===== src/rtl/mem_arb_pkg.sv =====
// Shared types and constants for the two-port memory arbiter.
package mem_arb_pkg;
  typedef enum logic [1:0] {IDLE, SETUP, STROBE, HOLD} state_t;

  localparam logic PORT_CPU = 1'b0;
  localparam logic PORT_DMA = 1'b1;
  localparam int   WCNT_W   = 3;
endpackage


===== src/rtl/arb_pick2.sv =====
// Two-request winner select; on a tie the port not granted last wins.
module arb_pick2
  import mem_arb_pkg::*;
(
  input  logic req0,
  input  logic req1,
  input  logic last_grant,
  output logic winner
);
  always_comb begin
    winner = PORT_CPU;
    if (req0 && req1)
      winner = (last_grant == PORT_CPU) ? PORT_DMA : PORT_CPU;
    else if (req1)
      winner = PORT_DMA;
  end
endmodule


===== src/rtl/mem_arbiter.sv =====
// Two-port (CPU/DMA) async SRAM arbiter: SETUP / STROBE(WAIT_STATES+1) / HOLD.
// Optional round-robin tie-break: MEM_ARBITER_ROUND_ROBIN_EN.
module mem_arbiter
  import mem_arb_pkg::*;
#(
  parameter int WAIT_STATES = 1
) (
  input  logic        nclk,
  input  logic        rst,
  input  logic        req0,
  input  logic        req1,
  input  logic        wr0,
  input  logic        wr1,
  input  logic [15:0] addr0,
  input  logic [15:0] addr1,
  input  logic [7:0]  wdata0,
  input  logic [7:0]  wdata1,
  output logic        ack0,
  output logic        ack1,
  output logic [7:0]  rdata,
  output logic [15:0] mem_a,
  output logic [7:0]  mem_dout,
  output logic        mem_d_oe,
  input  logic [7:0]  mem_din,
  output logic        n_mem_oe,
  output logic        n_mem_we,
  output logic        busy
);
  state_t             state, state_nxt;
  logic [WCNT_W-1:0]  cnt;
  logic               wr_q, idx_q;
  logic               winner, last_grant, grant, strobe_last;

  assign grant       = (state == IDLE) && (req0 || req1);
  assign strobe_last = (state == STROBE) && (cnt == '0);

  arb_pick2 u_pick (
    .req0       (req0),
    .req1       (req1),
    .last_grant (last_grant),
    .winner     (winner)
  );

`ifdef MEM_ARBITER_ROUND_ROBIN_EN
  always_ff @(posedge nclk or negedge rst) begin
    if (!rst)       last_grant <= PORT_DMA;
    else if (grant) last_grant <= winner;
  end
`else
  // Tied to DMA so the picker always favours the CPU on a tie.
  assign last_grant = PORT_DMA;
`endif

  always_ff @(posedge nclk or negedge rst) begin
    if (!rst) state <= IDLE;
    else      state <= state_nxt;
  end

  always_comb begin
    state_nxt = state;
    n_mem_oe  = 1'b1;
    n_mem_we  = 1'b1;
    mem_d_oe  = 1'b0;
    ack0      = 1'b0;
    ack1      = 1'b0;
    busy      = 1'b1;
    case (state)
      IDLE: begin
        busy = 1'b0;
        if (grant) state_nxt = SETUP;
      end
      SETUP: begin
        mem_d_oe  = wr_q;
        state_nxt = STROBE;
      end
      STROBE: begin
        mem_d_oe = wr_q;
        n_mem_oe = wr_q;
        n_mem_we = !wr_q;
        if (cnt == '0) state_nxt = HOLD;
      end
      HOLD: begin
        mem_d_oe  = wr_q;
        ack0      = (idx_q == PORT_CPU);
        ack1      = (idx_q == PORT_DMA);
        state_nxt = IDLE;
      end
      default: state_nxt = IDLE;
    endcase
  end

  // Request latches, wait counter and read capture.
  always_ff @(posedge nclk or negedge rst) begin
    if (!rst) begin
      mem_a    <= '0;
      mem_dout <= '0;
      wr_q     <= 1'b0;
      idx_q    <= PORT_CPU;
      cnt      <= '0;
      rdata    <= '0;
    end else begin
      if (grant) begin
        idx_q    <= winner;
        mem_a    <= (winner == PORT_DMA) ? addr1  : addr0;
        mem_dout <= (winner == PORT_DMA) ? wdata1 : wdata0;
        wr_q     <= (winner == PORT_DMA) ? wr1    : wr0;
      end
      if (state == SETUP)
        cnt <= WCNT_W'(WAIT_STATES);
      else if (state == STROBE && cnt != '0)
        cnt <= cnt - 1'b1;
      if (strobe_last && !wr_q)
        rdata <= mem_din;
    end
  end
endmodule


===== config.mk =====
export PLATFORM = sky130hd
export DESIGN_NAME = mem_arbiter
export DESIGN_NICKNAME = d
export VERILOG_FILES = /design/src/rtl/mem_arb_pkg.sv /design/src/rtl/arb_pick2.sv /design/src/rtl/mem_arbiter.sv
export SDC_FILE = /design/constraint.sdc
export NUM_CORES = 1
export LEC_CHECK = 0
export ABC_CLOCK_PERIOD_IN_PS = 2100
export CAP_MARGIN = 20
export CORE_MARGIN = 2
export CORE_UTILIZATION = 39
export DETAILED_ROUTE_END_ITERATION = 8
export GPL_TIMING_DRIVEN = 0
export PLACE_DENSITY_LB_ADDON = 0.1
export REMOVE_ABC_BUFFERS = 1
export SKIP_CTS_REPAIR_TIMING = 1
export SLEW_MARGIN = 5
export SYNTH_ARGS = -nofsm -noshare
export SYNTH_HDL_FRONTEND = slang
export SYNTH_SLANG_ARGS = --single-unit

===== constraint.sdc =====
create_clock -name nclk -period 2.1 [get_ports nclk]
set_clock_uncertainty 0.15 [all_clocks]
set_input_delay 0.315 -clock nclk [delete_from_list [all_inputs] [get_ports nclk]]
set_output_delay 0.315 -clock nclk [all_outputs]
set_load 0.02 [all_outputs]

Word level (Yosys, flattened, before mapping)
Index checks and enable logic that the tools add are counted.

storage, ports and cells
  flip-flop bits (word level) = 39
  input port bits = 62
  output and inout bits = 38
  logic and storage cells = 43

cells by class
  add/sub/neg operators = 1
  equality and inequality tests = 5
  multiplexer cells = 16
  bitwise operators = 1
  reduce and logical (&&, ||, !) cells = 13

operators by type and width
  cell                   count
  $mux W16               1
  $mux W1                9
  $mux W8                1
  $pmux W2 S4            1
  $mux W3                2
  $logic_and A1 B1 Y1    5
  $eq A2 B2 Y1 const B   2
  $mux W2                2
  $ne A2 B2 Y1 const B   2
  $logic_not A3 Y1       1
  $reduce_bool A3 Y1     1
  $reduce_or A3 Y1       1
  $sub A3 B1 Y3 const B  1
  $eq A2 B1 Y1 const B   1
  $logic_not A2 Y1       1
  $reduce_and A2 Y1      1
  $reduce_bool A2 Y1     1
  $logic_not A1 Y1       1
  $logic_or A1 B1 Y1     1
  $not A1 Y1             1

Longest topological paths before layout
Gate-level depths: netlist of run 1.

  depth in word-level cells = 4
  mapped depth = 6
  gate-level depth less buffers = 5

Modules after synthesis
A second synthesis of run 1 with hierarchy kept.

unflattened totals
  cells, all modules = 170
  area, all modules = 1,888.1 um^2

modules (own cells, without submodules)
  module       times used  cells each  area each (um^2)
  mem_arbiter  1           169         1,876.8
  arb_pick2    1           1           11.3

Worst setup path after synthesis of run 1
No wires, ideal clock.

  path type = register -> register
  start point = register state[0]
  end point = register state[1]
  arrival time = 1.522 ns
  data required time = 1.825 ns
  slack = 0.303 ns
  stages on the path, launching flop included = 6
  path buffers = 0
  path through = dfrtp_1 inv_1 ha_1 inv_1 o32a_1 mux2_4

on the way
  cells in the longest elaborated chain, start to end = 4
  elaborated cells between the ends (all ways) = 9
  those cells by class = eq/ne (5); mux (1); reduce/logical (3)

ends and longest elaborated chain
  what                                line                                  text
  start: declaration                  mem_arbiter.sv:29                     state_t state, state_nxt;
  start signal: assignment            mem_arbiter.sv:56                     else state <= state_nxt;
  $logic_not A2 Y1                    mem_arbiter.sv:34, mem_arbiter.sv:67
  $logic_and A1 B1 Y1                 mem_arbiter.sv:34                     assign grant = (state == IDLE) && (req0 || req1);
  $ne A2 B2 Y1 (no source line)       --
  $reduce_and A2 Y1 (no source line)  --

Several ways; a longest one is shown, not always the timed one.
A chain may end at the register's enable or synchronous reset.

Worst setup path after layout of run 1
  start point = register state[0]
  end point = output port busy

on the way
  cells in the longest elaborated chain, start to end = 2

ends and longest elaborated chain
  what              line               text
  $logic_not A2 Y1  mem_arbiter.sv:67  case (state)
  $mux W1           mem_arbiter.sv:67
  end: declaration  mem_arbiter.sv:27  output logic busy

No other way between the ends.

==> metrics.txt, run 1 <==
largest net degree at the start of global routing=47; reg2reg end=state[1]; Peak Freq=approximately 530 MHz; Final Setup Violations=0; worst rel slew slack=0.715; fill count=between 300 and 400; share of layout cells above drive strength 1=0.0882; simple-gate share of the synthesized area=0.107; RePlAce Congestion=just under 0.8; RSZ-0062 raised after global routing=no; Longest Clk Path Bufs=2; dpl ws=-311 ps; final hold violations=0; post-synthesis sequential area ratio=0.513; Final #Nets=between 300 and 400; reg2reg path depth=5; Initial Util=0.403; CTS tree=built; Post-Syn Area=about 1900 um^2; I/O pin total=100; WP data arrival=approximately 1400 ps; CTS Sinks=39; r2r startpoint=state[0]; via/cell ratio=about 4.5; Post-route DRC=0; Min Hold Slack=slightly above 200 ps; DR WL/cell=12.1 um; critical path endpoint=busy; Slew @ Worst Pin=roughly 430 ps; Adder-Cell Fraction of Synth Area=0.0526; YS warnings=0; PD cells=1290 nW/um^2; final worst slack=214 ps; Port Buffer Count=99; first-pass GRT wire length=6550 um; Crit. Startpoint=state[0]; unique cell type count in the Yosys netlist=23; Multi-input gate area=between 800 and 900 um^2; FF-to-FF setup slack=approximately 220 ps; Die W=73.8 um; final HPWL from detailed placement=about 3100 um; 1st-pass router iterations=2; compound-gate portion of the synthesized area=0.0868; GRT overflow=0; via count=around 1,500; Placement Rows=25; Num CTS Buffers=5; diode count=0; CP Data Required Time=1630 ps; main combinational cell family by area after synthesis=multiplexers; Die Ht=roughly 74 um; XOR/XNOR share of the synthesized area=0; final core utilization=0.657; die area=around 5500 um^2; H-Tree Depth=2; Mapped Cells=170; MaxCap Viol Count=0; post-synthesis mux area share=0.197; post-route ant nets=0; final WL=about 4100 um; initial antenna violation count=0; crit path launch type=register; vias in the first global route=1,481; critical path class=reg2out; Mean Syn Cell Area=between 10 and 15 um^2; Final Max Tran Viols=0; min-delay worst type=in2async; Lkg Pwr=1.38 nW; Clock Pin Slew Worst Setup and Hold Paths=roughly 70 ps; 1st-iter DRT viols=53; FF/Latch Area=976 um^2; largest fanout on the critical path=5; final period demand of the worst path=1890 ps; CP Capture Type=primary output; Max IR drop VDD=0.738 mV; core region area=about 4700 um^2; crit share post-route=0.898; GRT Util Overall=0.157; P&R area growth vs syn=63.2%; root buf cell=clkbuf_8; #FFs+latches synth=39; clock latency on the worst-skew pair=between 200 and 300 ps; status=completed
-- worst min path at each step --
stage                     startpoint       end  slack (ps)
after detailed placement         rst    cnt[1]         -30
after CTS                        rst    cnt[0]        -340
final                            rst    cnt[1]         200
after floorplan                  rst    cnt[0]        -130
after global placement      mem_a[6]  mem_a[6]         310
after global routing             rst    cnt[0]         210
-- report_power, final --
part | leakage, nW | internal (mW) | switching [mW]
Clock | 0.0470 | 0.258 | 0.248
Combinational | 0.862 | 1.10 | 1.09
Sequential | 0.475 | 1.12 | 0.202
Total | 1.38 | 2.48 | 1.54
-- final cells by class --
cell class              instances  share of cell area
clock buffers                   6              0.0266
clock inverters                 1             0.00161
inverters                       6             0.00726
multi-input cells             117               0.276
flip-flops and latches         39               0.314
well taps                      67              0.0270
repair buffers                103               0.347
-- cells in the final DEF, fill, tap and decap left out, drive strengths merged, types with 2 or more instances in the layout --
cell type / Yosys / final
ha: 8 / 8
nor2: 3 / 3
clkdlybuf4s50: 0 / 92
and2b: 2 / 2
dlymetal6s2s: 0 / 6
mux2i: 27 / 27
mux2: 9 / 9
clkbuf: 5 / 6
dfrtp: 39 / 39
inv: 6 / 6
o21ai: 27 / 27
or3: 2 / 2
a21oi: 4 / 4
nand2: 27 / 27
nor2b: 2 / 2
buf: 3 / 4
nand2b: 2 / 2
-- cells by family after synthesis --
family | after synthesis
flops | 39
fa+ha+maj | 8
buf+inv | 14
compound gates | 32
mux | 36
simple gates | 41
-- state kept, by name, summed over array words and instances, names as in the netlist --
signal,flops
idx_q,1
cnt,3
state,2
wr_q,1
mem_dout,8
mem_a,16
rdata,8
-- per-stage QoR --
| step | instance area, um^2 | TNS, ps | total power [mW] | instances |
|---|---|---|---|---|
| 2_1_floorplan | 1840 | -5860 | 2.49 | 162 |
| 3_3_place_gp | 2920 | -52230 | 3.47 | 328 |
| 3_5_place_dp | 2990 | -5370 | 3.56 | 331 |
| 4_1_cts | 3080 | -499 | 4.08 | 338 |
| 5_1_grt | 3100 | 0 | 4.32 | 339 |
| 6_report | 3100 | 0 | 4.01 | 339 |
-- routing by layer --
layer  global-route usage  share of wire  vias to the layer above
met1                0.193           0.43                      674
met5                    0              0                        -
met2                0.248           0.46                       61
li1                     -              -                      779
met3               0.0727           0.10                        6
met4               0.0424          0.011                        0
-- synth_stat cells --
cell type,instances,area [um^2]
nand2b_1,1,6.26
mux2_4,1,15.0
or3_1,2,12.5
buf_6,1,11.3
o21ai_1,1,5.00
ha_1,8,100
and2b_1,2,15.0
nor3_1,1,5.00
o21ai_0,26,130
clkbuf_1,5,18.8
and2_1,1,6.26
nor2b_1,2,12.5
o32a_1,1,10.0
nor3b_4,1,18.8
a21oi_1,4,20.0
buf_8,2,30.0
inv_1,6,22.5
nand2b_4,1,13.8
nand2_1,27,101
nor2_1,3,11.3
dfrtp_1,39,976
mux2i_1,27,270
mux2_2,8,90.1
-- critical path: stages, from the launching register on --
cell and delay [ps]:
dfrtp_1 400, inv_1 150, ha_1 280, inv_1 80, dlymetal6s2s_1 210
Power figures use the tool's default switching activity.
==> run 2, diff against run 1 <==
--- a/config.mk
+++ b/config.mk
@@ -9,10 +9,12 @@
 export CAP_MARGIN = 20
 export CORE_MARGIN = 2
 export CORE_UTILIZATION = 39
+export CTS_CLUSTER_DIAMETER = 80
 export DETAILED_ROUTE_END_ITERATION = 8
 export GPL_TIMING_DRIVEN = 0
 export PLACE_DENSITY_LB_ADDON = 0.1
 export REMOVE_ABC_BUFFERS = 1
+export SETUP_SLACK_MARGIN = 0.15
 export SKIP_CTS_REPAIR_TIMING = 1
 export SLEW_MARGIN = 5
 export SYNTH_ARGS = -nofsm -noshare
==> constraint.sdc (replaced) <==
create_clock -name nclk -period 2.1 [get_ports nclk]
set_clock_uncertainty 0.15 [all_clocks]
set_input_delay 0.21 -clock nclk [delete_from_list [all_inputs] [get_ports nclk]]
set_output_delay 0.21 -clock nclk [all_outputs]
set_load 0.02 [all_outputs]
==> metrics.txt, run 2 (synthesis results as in run 1) <==
status=completed; Placement Rows=25 (unchanged); FF-to-FF setup slack=260 ps (+40 ps); core region area=4720 um^2 (unchanged); flip-flop count of the largest register after layout=16 (unchanged); crit path launch type=register; Post-route DRC=0 (unchanged); Final Max Tran Viols=0 (unchanged); via count=1,530 (+0.66%); Die W=73.8 um (unchanged); CTS tree=built; CP Data Required Time=2130 ps (+500 ps); Min Hold Slack=97.4 ps (-105 ps); Initial Util=0.403 (unchanged); final HPWL from detailed placement=3130 um (unchanged); largest fanout on the critical path=5 (unchanged); Final Setup Violations=0 (unchanged); most frequent cells in the layout=92 x clkdlybuf4s50_1, 39 x dfrtp_1, 27 x nand2_1, 27 x mux2i_1, 26 x o21ai_0; diode count=0 (unchanged); RSZ-0062 raised after global routing=no; min-delay worst type=in2async; GRT overflow=0 (unchanged); Peak Freq=544 MHz (+2.6%); CTS Sinks=39 (unchanged); Longest Clk Path Bufs=2 (unchanged); 1st-pass router iterations=2 (unchanged); most common cell after layout, fill and taps aside=clkdlybuf4s50_1; I/O pin total=100 (unchanged); initial antenna violation count=0 (unchanged); Slew @ Worst Pin=425 ps (-1.79 ps); worst rel slew slack=0.717 (+0.00119); post-route ant nets=0 (unchanged); WP data arrival=1870 ps (+450 ps); first-pass GRT wire length=6550 um (unchanged); Regs by FF count=mem_a: 16 flops, mem_dout: 8 flops, rdata: 8 flops; Clock Pin Slew Worst Setup and Hold Paths=70 ps (about the same); MaxCap Viol Count=0 (unchanged); Top reg by flops=mem_a; Lkg Pwr=1.39 nW (+0.49%); final WL=4090 um (about the same); GRT Util Overall=0.157 (unchanged); Max IR drop VDD=0.738 mV (about the same); PD cells=1290 nW/um^2 (-0.13%); Die Ht=73.8 um (unchanged); final hold violations=0 (unchanged); vias in the first global route=1,481 (unchanged); RePlAce Congestion=0.774 (unchanged); H-Tree Depth=2 (unchanged); Final #Nets=343 (+0.29%); Num CTS Buffers=5 (unchanged); crit share post-route=0.876 (-0.0226); via/cell ratio=4.50 (+0.36%); share of layout cells above drive strength 1=0.0952 (+0.00700); Port Buffer Count=99 (unchanged); 1st-iter DRT viols=61 (+15%); CP Capture Type=register; critical path class=reg2reg; die area=5450 um^2 (unchanged); root buf cell=clkbuf_8; dpl ws=-206 ps (+105 ps); P&R area growth vs syn=64.4%; final period demand of the worst path=1840 ps (-47.5 ps); DR WL/cell=12.0 um (-0.22%); clock latency on the worst-skew pair=290 ps (about the same); largest net degree at the start of global routing=47 (unchanged); final worst slack=261 ps (+47.5 ps)
run 2: cell type report:
class | count | area (um^2)
multi-input cells | 117 | 858
repair buffers | 104 | 1100
clock inverters | 1 | 5.00
fillers | 379 | 1600
flip-flops and latches | 39 | 976
clock buffers | 6 | 82.6
inverters | 6 | 22.5
well taps | 67 | 83.8
run 2: power breakdown:
part	internal (mW)	switching (mW)	total (mW)
logic	1.12	1.09	2.21
clock network	0.258	0.247	0.505
registers	1.12	0.202	1.32
run 2: stage by stage:
stage	std cells	utilization	power (mW)	cell area [um^2]	TNS, ps
3_5_place_dp	331	0.633	3.56	2990	-2740
3_3_place_gp	328	0.617	3.47	2920	-45510
5_1_grt	340	0.662	4.34	3130	0
4_1_cts	338	0.652	4.08	3080	-59.5
2_1_floorplan	162	-	2.49	1840	-3960
6_report	340	0.662	4.04	3130	0
run 2: critical path, stage by stage (launching register included):
cell and delay [ps]:
dfrtp_1 400, inv_1 160, ha_2 260, inv_1 70, o32a_1 390, mux2_4 300
run 2: routing by layer:
layer / share of wire / vias up / global-route usage
li1: - / 783 / -
met1: 0.43 / 680 / 0.193
met2: 0.46 / 61 / 0.248
met3: 0.099 / 6 / 0.0727
met4: 0.011 / 0 / 0.0424
met5: 0 / - / 0
run 2: final timing paths:
kind / startpoint / cells after the start / endpoint
setup / recovery: state[0] / 5 / state[1]
hold / removal: rst / 2 / cnt[1]
setup reg to reg: state[0] / 5 / state[1]
hold reg to reg: mem_a[13] / 2 / mem_a[13]
max in group asynchronous: rst / 3 / mem_dout[7]
min in group nclk: mem_a[13] / 2 / mem_a[13]
